**config.mk**
```make
export PLATFORM = sky130hd
export DESIGN_NAME = reg16_serial_tx
export DESIGN_NICKNAME = d
export VERILOG_FILES = /design/src/rtl/reg16_serial_tx.sv
export SDC_FILE = /design/constraint.sdc
export NUM_CORES = 1
export LEC_CHECK = 0
export CORE_MARGIN = 3
export CORE_UTILIZATION = 40
export DETAILED_ROUTE_END_ITERATION = 16
export PLACE_DENSITY = 0.65
export REMOVE_ABC_BUFFERS = 1
export SYNTH_ARGS = -nofsm -noshare
export SYNTH_HDL_FRONTEND = slang
export SYNTH_SLANG_ARGS = --single-unit
```
**constraint.sdc**
```tcl
create_clock -name CLK -period 1.5 [get_ports CLK]
set_input_delay 0.3 -clock CLK [delete_from_list [all_inputs] [get_ports CLK]]
set_output_delay 0.3 -clock CLK [all_outputs]
set_load 0.05 [all_outputs]
```
**src/rtl/reg16_serial_tx.sv**
```systemverilog
// Parallel-in/serial-out transmitter: frames a WIDTH-bit word as start bit,
// MSB-first data bits and stop bit, each bit held BIT_TICKS clock cycles.
module reg16_serial_tx #(
  parameter int WIDTH     = 16,
  parameter int BIT_TICKS = 1
) (
  input  logic             CLK,
  input  logic             RESET,
  input  logic             LOAD,
  input  logic [WIDTH-1:0] DATA_IN,
  output logic             READY,
  output logic             BUSY,
  output logic             SOUT,
  output logic             DONE
);

  localparam int TW = $clog2(BIT_TICKS + 1);
  localparam int BW = $clog2(WIDTH + 1);
  localparam logic [TW-1:0] TICK_LAST = TW'(BIT_TICKS - 1);
  localparam logic [TW-1:0] TICK_PRE  = TW'((BIT_TICKS > 1) ? (BIT_TICKS - 2) : 0);
  localparam logic [BW-1:0] BIT_LAST  = BW'(WIDTH - 1);

  typedef enum logic [1:0] {
    IDLE  = 2'd0,
    START = 2'd1,
    DATA  = 2'd2,
    STOP  = 2'd3
  } state_e;

  state_e           state_q, state_d;
  logic [WIDTH-1:0] shreg_q, shreg_d;
  logic [TW-1:0]    ticks_q, ticks_d;
  logic [BW-1:0]    bits_q, bits_d;
  logic             sout_q, sout_d;
  logic             done_q, done_d;
  logic             ready_q, ready_d;
  logic             busy_q, busy_d;
  logic             last_tick_s;

  assign last_tick_s = (ticks_q == TICK_LAST);

  // Next-state, datapath and registered-output decode
  always_comb begin
    state_d = state_q;
    shreg_d = shreg_q;
    ticks_d = ticks_q;
    bits_d  = bits_q;
    sout_d  = sout_q;
    done_d  = 1'b0;
    case (state_q)
      IDLE: begin
        sout_d = 1'b1;
        if (LOAD) begin
          shreg_d = DATA_IN;
          ticks_d = '0;
          bits_d  = '0;
          sout_d  = 1'b0;
          state_d = START;
        end else begin
          state_d = IDLE;
        end
      end
      START: begin
        if (last_tick_s) begin
          ticks_d = '0;
          sout_d  = shreg_q[WIDTH-1];
          state_d = DATA;
        end else begin
          ticks_d = ticks_q + TW'(1);
        end
      end
      DATA: begin
        if (last_tick_s) begin
          ticks_d = '0;
          shreg_d = shreg_q << 1;
          if (bits_q == BIT_LAST) begin
            bits_d  = '0;
            sout_d  = 1'b1;
            state_d = STOP;
            // With one tick per bit the first STOP cycle is also the last one
            done_d  = (BIT_TICKS == 1);
          end else begin
            bits_d = bits_q + BW'(1);
            sout_d = shreg_q[WIDTH-2];
          end
        end else begin
          ticks_d = ticks_q + TW'(1);
        end
      end
      STOP: begin
        sout_d = 1'b1;
        if (last_tick_s) begin
          ticks_d = '0;
          state_d = IDLE;
        end else begin
          ticks_d = ticks_q + TW'(1);
          done_d  = (ticks_q == TICK_PRE);
        end
      end
      default: begin
        ticks_d = '0;
        bits_d  = '0;
        sout_d  = 1'b1;
        state_d = IDLE;
      end
    endcase
    ready_d = (state_d == IDLE);
    busy_d  = (state_d != IDLE);
  end

  // State and output registers
  always_ff @(posedge CLK or negedge RESET) begin
    if (!RESET) begin
      state_q <= IDLE;
      shreg_q <= '0;
      ticks_q <= '0;
      bits_q  <= '0;
      sout_q  <= 1'b1;
      done_q  <= 1'b0;
      ready_q <= 1'b1;
      busy_q  <= 1'b0;
    end else begin
      state_q <= state_d;
      shreg_q <= shreg_d;
      ticks_q <= ticks_d;
      bits_q  <= bits_d;
      sout_q  <= sout_d;
      done_q  <= done_d;
      ready_q <= ready_d;
      busy_q  <= busy_d;
    end
  end

  assign READY = ready_q;
  assign BUSY  = busy_q;
  assign SOUT  = sout_q;
  assign DONE  = done_q;

endmodule
```
**After elaboration in Yosys (flattened, before gate mapping)**

Cells that the tools add are included.

- Flip-flop bits (word level): 28
- Word-level logic and storage cells: 50
- Output and inout port bits: 4

- Reduce and logical (&&, ||, !) cells: 7
- $add $sub $neg: 2
- Multiplexer cells: 25
- Equal/unequal tests: 7
- Bitwise operators: 1

Operators with widths:

| kind | count |
|---|---|
| 16-bit two-way mux | 2 |
| 16-bit case mux with 2 select lines | 1 |
| 5-bit two-way mux | 3 |
| 1-bit two-way mux | 10 |
| 5-bit case mux with 2 select lines | 1 |
| 2-bit two-way mux | 4 |
| 2-bit case mux with 4 select lines | 1 |
| 2-bit inequality test (second input constant) | 3 |
| 5-bit by 1-bit adder with 5-bit output (second input constant) | 1 |
| 5-bit by 4-bit == test with 1-bit output (second input constant) | 1 |
| 2-bit == test (second input constant) | 2 |
| 2-bit zero test | 2 |
| 1-bit case mux with 2 select lines | 2 |
| 1-bit case mux with 4 select lines | 1 |
| 2-bit nonzero test | 2 |
| 3-bit AND reduction | 1 |
| 3-bit OR reduction | 1 |
| 2-bit by 1-bit == test with 1-bit output (second input constant) | 1 |
| 2-bit AND reduction | 1 |
| 1-bit adder (second input constant) | 1 |
| 1-bit inverter | 1 |

**Depth between registers and ports, before layout**

- Depth in word-level cells: 5
- Depth in mapped cells: 7
- Depth with buffers taken out: 5

**Worst setup path before layout**

OpenSTA, ideal clock, no wires.

- Path type: register to register
- Start: register state_q[0]
- End: register bits_q[2]
- Clock period less this slack: 1.569 ns
- Slack: -0.069 ns
- Cell stages (with the launch flop): 8
- Buffers on the path: 2
- Arrival time: 1.448 ns
- Setup time: 0.121 ns
- Cell sequence: dfrtp_1 -> inv_1 -> ha_1 -> buf_2 -> mux2i_1 -> buf_2 -> o21ai_0 -> a22o_1

- Cells in the longest elaborated chain, start to end: 3

Ends and longest elaborated chain:

| element | line | RTL |
|---|---|---|
| start, declared | 30 | `state_e state_q, state_d;` |
| start signal, assigned | 123 | `state_q <= state_d;` |
| 2-bit == test or 2-bit zero test (tied branches) | 50 | `case (state_q)` |
| 2-bit inequality test (no line) or 2-bit nonzero test (tied branches) | - |  |
| 3-bit AND reduction (no line) | - |  |
| end signal, assigned | 126 | `bits_q <= bits_d;` |
| end, declared | 33 | `logic [BW-1:0] bits_q, bits_d;` |

Several ways; a longest one is shown, not always the timed one.
A chain may end at the register's enable or synchronous reset.

**Worst setup path after layout**

- Start: register state_q[0]
- End: register shreg_q[5]

- Cells in the longest elaborated chain, start to end: 3

Ends and longest elaborated chain:

| element | line | RTL |
|---|---|---|
| 2-bit == test or 2-bit zero test (tied branches) | 50 |  |
| 2-bit inequality test (no line) or 2-bit nonzero test (tied branches) | - |  |
| 3-bit AND reduction (no line) | - |  |
| end signal, assigned | 124 | `shreg_q <= shreg_d;` |
| end, declared | 31 | `logic [WIDTH-1:0] shreg_q, shreg_d;` |

Several ways; a longest one is shown, not always the timed one.

==> qor.csv <==
metric,value,unit
critical path endpoint category,flop,
Mapped Area,1360,µm²
cts bufs inserted,3,
Finished Cell Area,1860,µm²
setup ws final,29.9,ps
clock buffer depth,2,
Achievable Freq,0.680,GHz
Clock Tree Root,clkbuf_4,
CP max FO,10,
GR Layer Usage met1,0.198,
Synth-to-Final Area Change,37.2,%
min Tclk post-route,1470,ps
outcome,finished clean,
post-DP HPWL,2.08,mm
"commonest non-fill, non-tap cell in the layout",dfrtp_1,
final setup violation count,0,
sequential share of the synthesized area,0.499,
VDD IR-drop max,1.13,mV
Initial Utilization,0.431,
most frequent cells in the layout,"dfrtp_1 (25), clkdlybuf4s50_1 (18), nand3_1 (13), buf_4 (13), a21oi_1 (12)",
synth unique cells,27,
top post-synthesis cells by area,"dfrtp_1 (46%), a221o_1 (6.6%), mux2i_1 (5.2%), nand2b_1 (5.1%), nand3_1 (4.8%)",
area occupied by registers,678,µm²
area post-placement,1750,µm²
vias per cell,5.38,
CP Launch Type,flop,
CTS tree,built,
Max-slew headroom,0.770,
hold slack,312,ps
met3 Track Usage GR,0.0369,
total grt overflow,0,
Die ar.,4130,µm²
#FFs+latches synth,27,
Placed Cells,205,
antenna fix cells,0,
Tcrit/Tclk final,0.980,
"area leader, netlist",dfrtp_1,
Critical-path top delay cell,dfrtp_1,
CP Cell Sequence,"inv_2, ha_4, buf_6, nor2b_4, buf_6, a221o_1",
Port-buffer cells,22,
Setup CP Type,reg2reg,
GRT Util Overall,0.155,
CP top delay family,flip-flops,
GR Util met2,0.273,
DIE WIDTH,64.3,µm
multi-input logic area,676,µm²
ANT nets after route,0,
Die H,64.3,µm
Max stage delay on crit path,390,ps
fillcell total,287,
global routing's busiest layer,met2,
drc violations,0,
Total Wirelength,2.95,mm
clock sinks,27,
core region area,3150,µm²
layout cells sized above 1,0.205,
wire length per cell,14.1,µm
Max Slew Vio Count,0,
vias in the first global route,1111,
Pre-Repair DR Iteration Count,4,
Min-Delay Path Class,in2async,
Worst EP arrival,1700,ps
WP buf/inv,3,
RSZ-0062 raised after global routing,true,
Slew @ Worst Pin,345,ps
Pwr Density,2110,nW/µm²
H-tree depth,1,
setup slack after placement,-121,ps
total power draw,3.94,mW
"Hold Vio Cnt, Final",0,
LEAKAGE,0.809,nW
yosys warns,0,
largest net degree at the start of global routing,28,
setup TNS,0,ps
max-cap violations,0,
clk slew on worst S/H paths,150,ps
Post-Synthesis Cells,133,
post-synth top area share,0.460,
row cnt,20,
DR iter-0 viols,53,
Worst Path Required,1730,ps
ports placed on the boundary,23,
DR vias,1129,
worst-skew pair later-pin latency,330,ps
Layout Nets,191,
antenna violations before repair,0,
GPL Wtd Cong,0.756,
Finished Layout Cells,210,
Final Util,0.591,
CP most frequent cell,buf_6,
first-pass GRT wire length,5.15,mm
Layout Skew,11.1,ps
Avg Synthesized Cell Area,10.2,µm²
## cells by family (layout without fill, tap and decap cells)
| family | Yosys count | in the layout | share of synthesized area |
|---|---|---|---|
| AND/OR/NAND/NOR | 45 | 45 | 0.186 |
| AO/OA/AOI/OAI | 36 | 36 | 0.175 |
| flip-flops | 27 | 27 | 0.499 |
| buffers and inverters | 13 | 46 | 0.0424 |
| multiplexers | 7 | 7 | 0.0516 |
| adder cells (fa/ha/maj) | 5 | 5 | 0.0460 |
## synthesized netlist by cell type
library cell   n
nand4_1        1
ha_1           5
nor4b_1        1
a221o_1        9
buf_2          7
a21o_1         1
mux2i_1        7
inv_1          2
nor2_1         1
dfrtp_1       25
nand3_1       13
or2_1          1
a211oi_1       1
a31oi_1        1
a21oi_1       12
nand2b_1      11
or4b_1         1
nand4b_1       1
and4b_1        1
nand2_1        9
a22oi_1        1
a22o_1         1
o21ai_0       10
dfstp_2        2
nor2b_1        4
and2_1         1
clkbuf_1       4
## area by class of cell
class                   instances  share of cell area
multi-input cells              93               0.362
inverters                       2             0.00403
flip-flops and latches         27               0.364
well taps                      44              0.0295
clock buffers                   4              0.0141
repair buffers                 40               0.226
## registers in the layout (all words and copies together), names as in the netlist
name     cells
bits_q       5
SOUT         1
state_q      2
READY        1
BUSY         1
DONE         1
shreg_q     16
## metal layers
layer	vias up	part of all wire	routed length (µm)
li1	544	-	-
met1	558	0.46	1360
met2	25	0.49	1450
met3	2	0.046	135
met4	0	0.0034	10
met5	-	0	0
## worst reg2reg max path: stages, from the launching register on
cell and delay, ps:
dfrtp_1 390, inv_2 70, ha_4 180, buf_6 120, nor2b_4 130, buf_6 150, a221o_1 350
## path summary, 6_finish.rpt
path | endpoint | slack (ps) | cells past startpoint | startpoint
setup / recovery | shreg_q[5]$_DFFE_PN0P_ | 30 | 6 | state_q[0]$_DFF_PN0_
hold / removal | shreg_q[2]$_DFFE_PN0P_ | 310 | 2 | RESET
setup reg to reg | shreg_q[5]$_DFFE_PN0P_ | 30 | 6 | state_q[0]$_DFF_PN0_
hold reg to reg | shreg_q[12]$_DFFE_PN0P_ | 510 | 2 | shreg_q[12]$_DFFE_PN0P_
max in group asynchronous | READY$_DFF_PN1_ | 870 | 2 | RESET
min in group CLK | shreg_q[12]$_DFFE_PN0P_ | 510 | 2 | shreg_q[12]$_DFFE_PN0P_
## power by group
group / switching (mW) / internal (mW) / total (mW)
clock network: 0.217 / 0.104 / 0.321
logic: 1.09 / 1.25 / 2.35
registers: 0.224 / 1.05 / 1.27
## repair_timing
action                                  CTS  global route
hold buffers                              0             0
endpoints found under the setup margin   20            18
cloned                                    0             0
resized for setup                        12             7
pin swaps                                 1             2
setup buffers                             2             0
(Power assumes the default switching activity.)
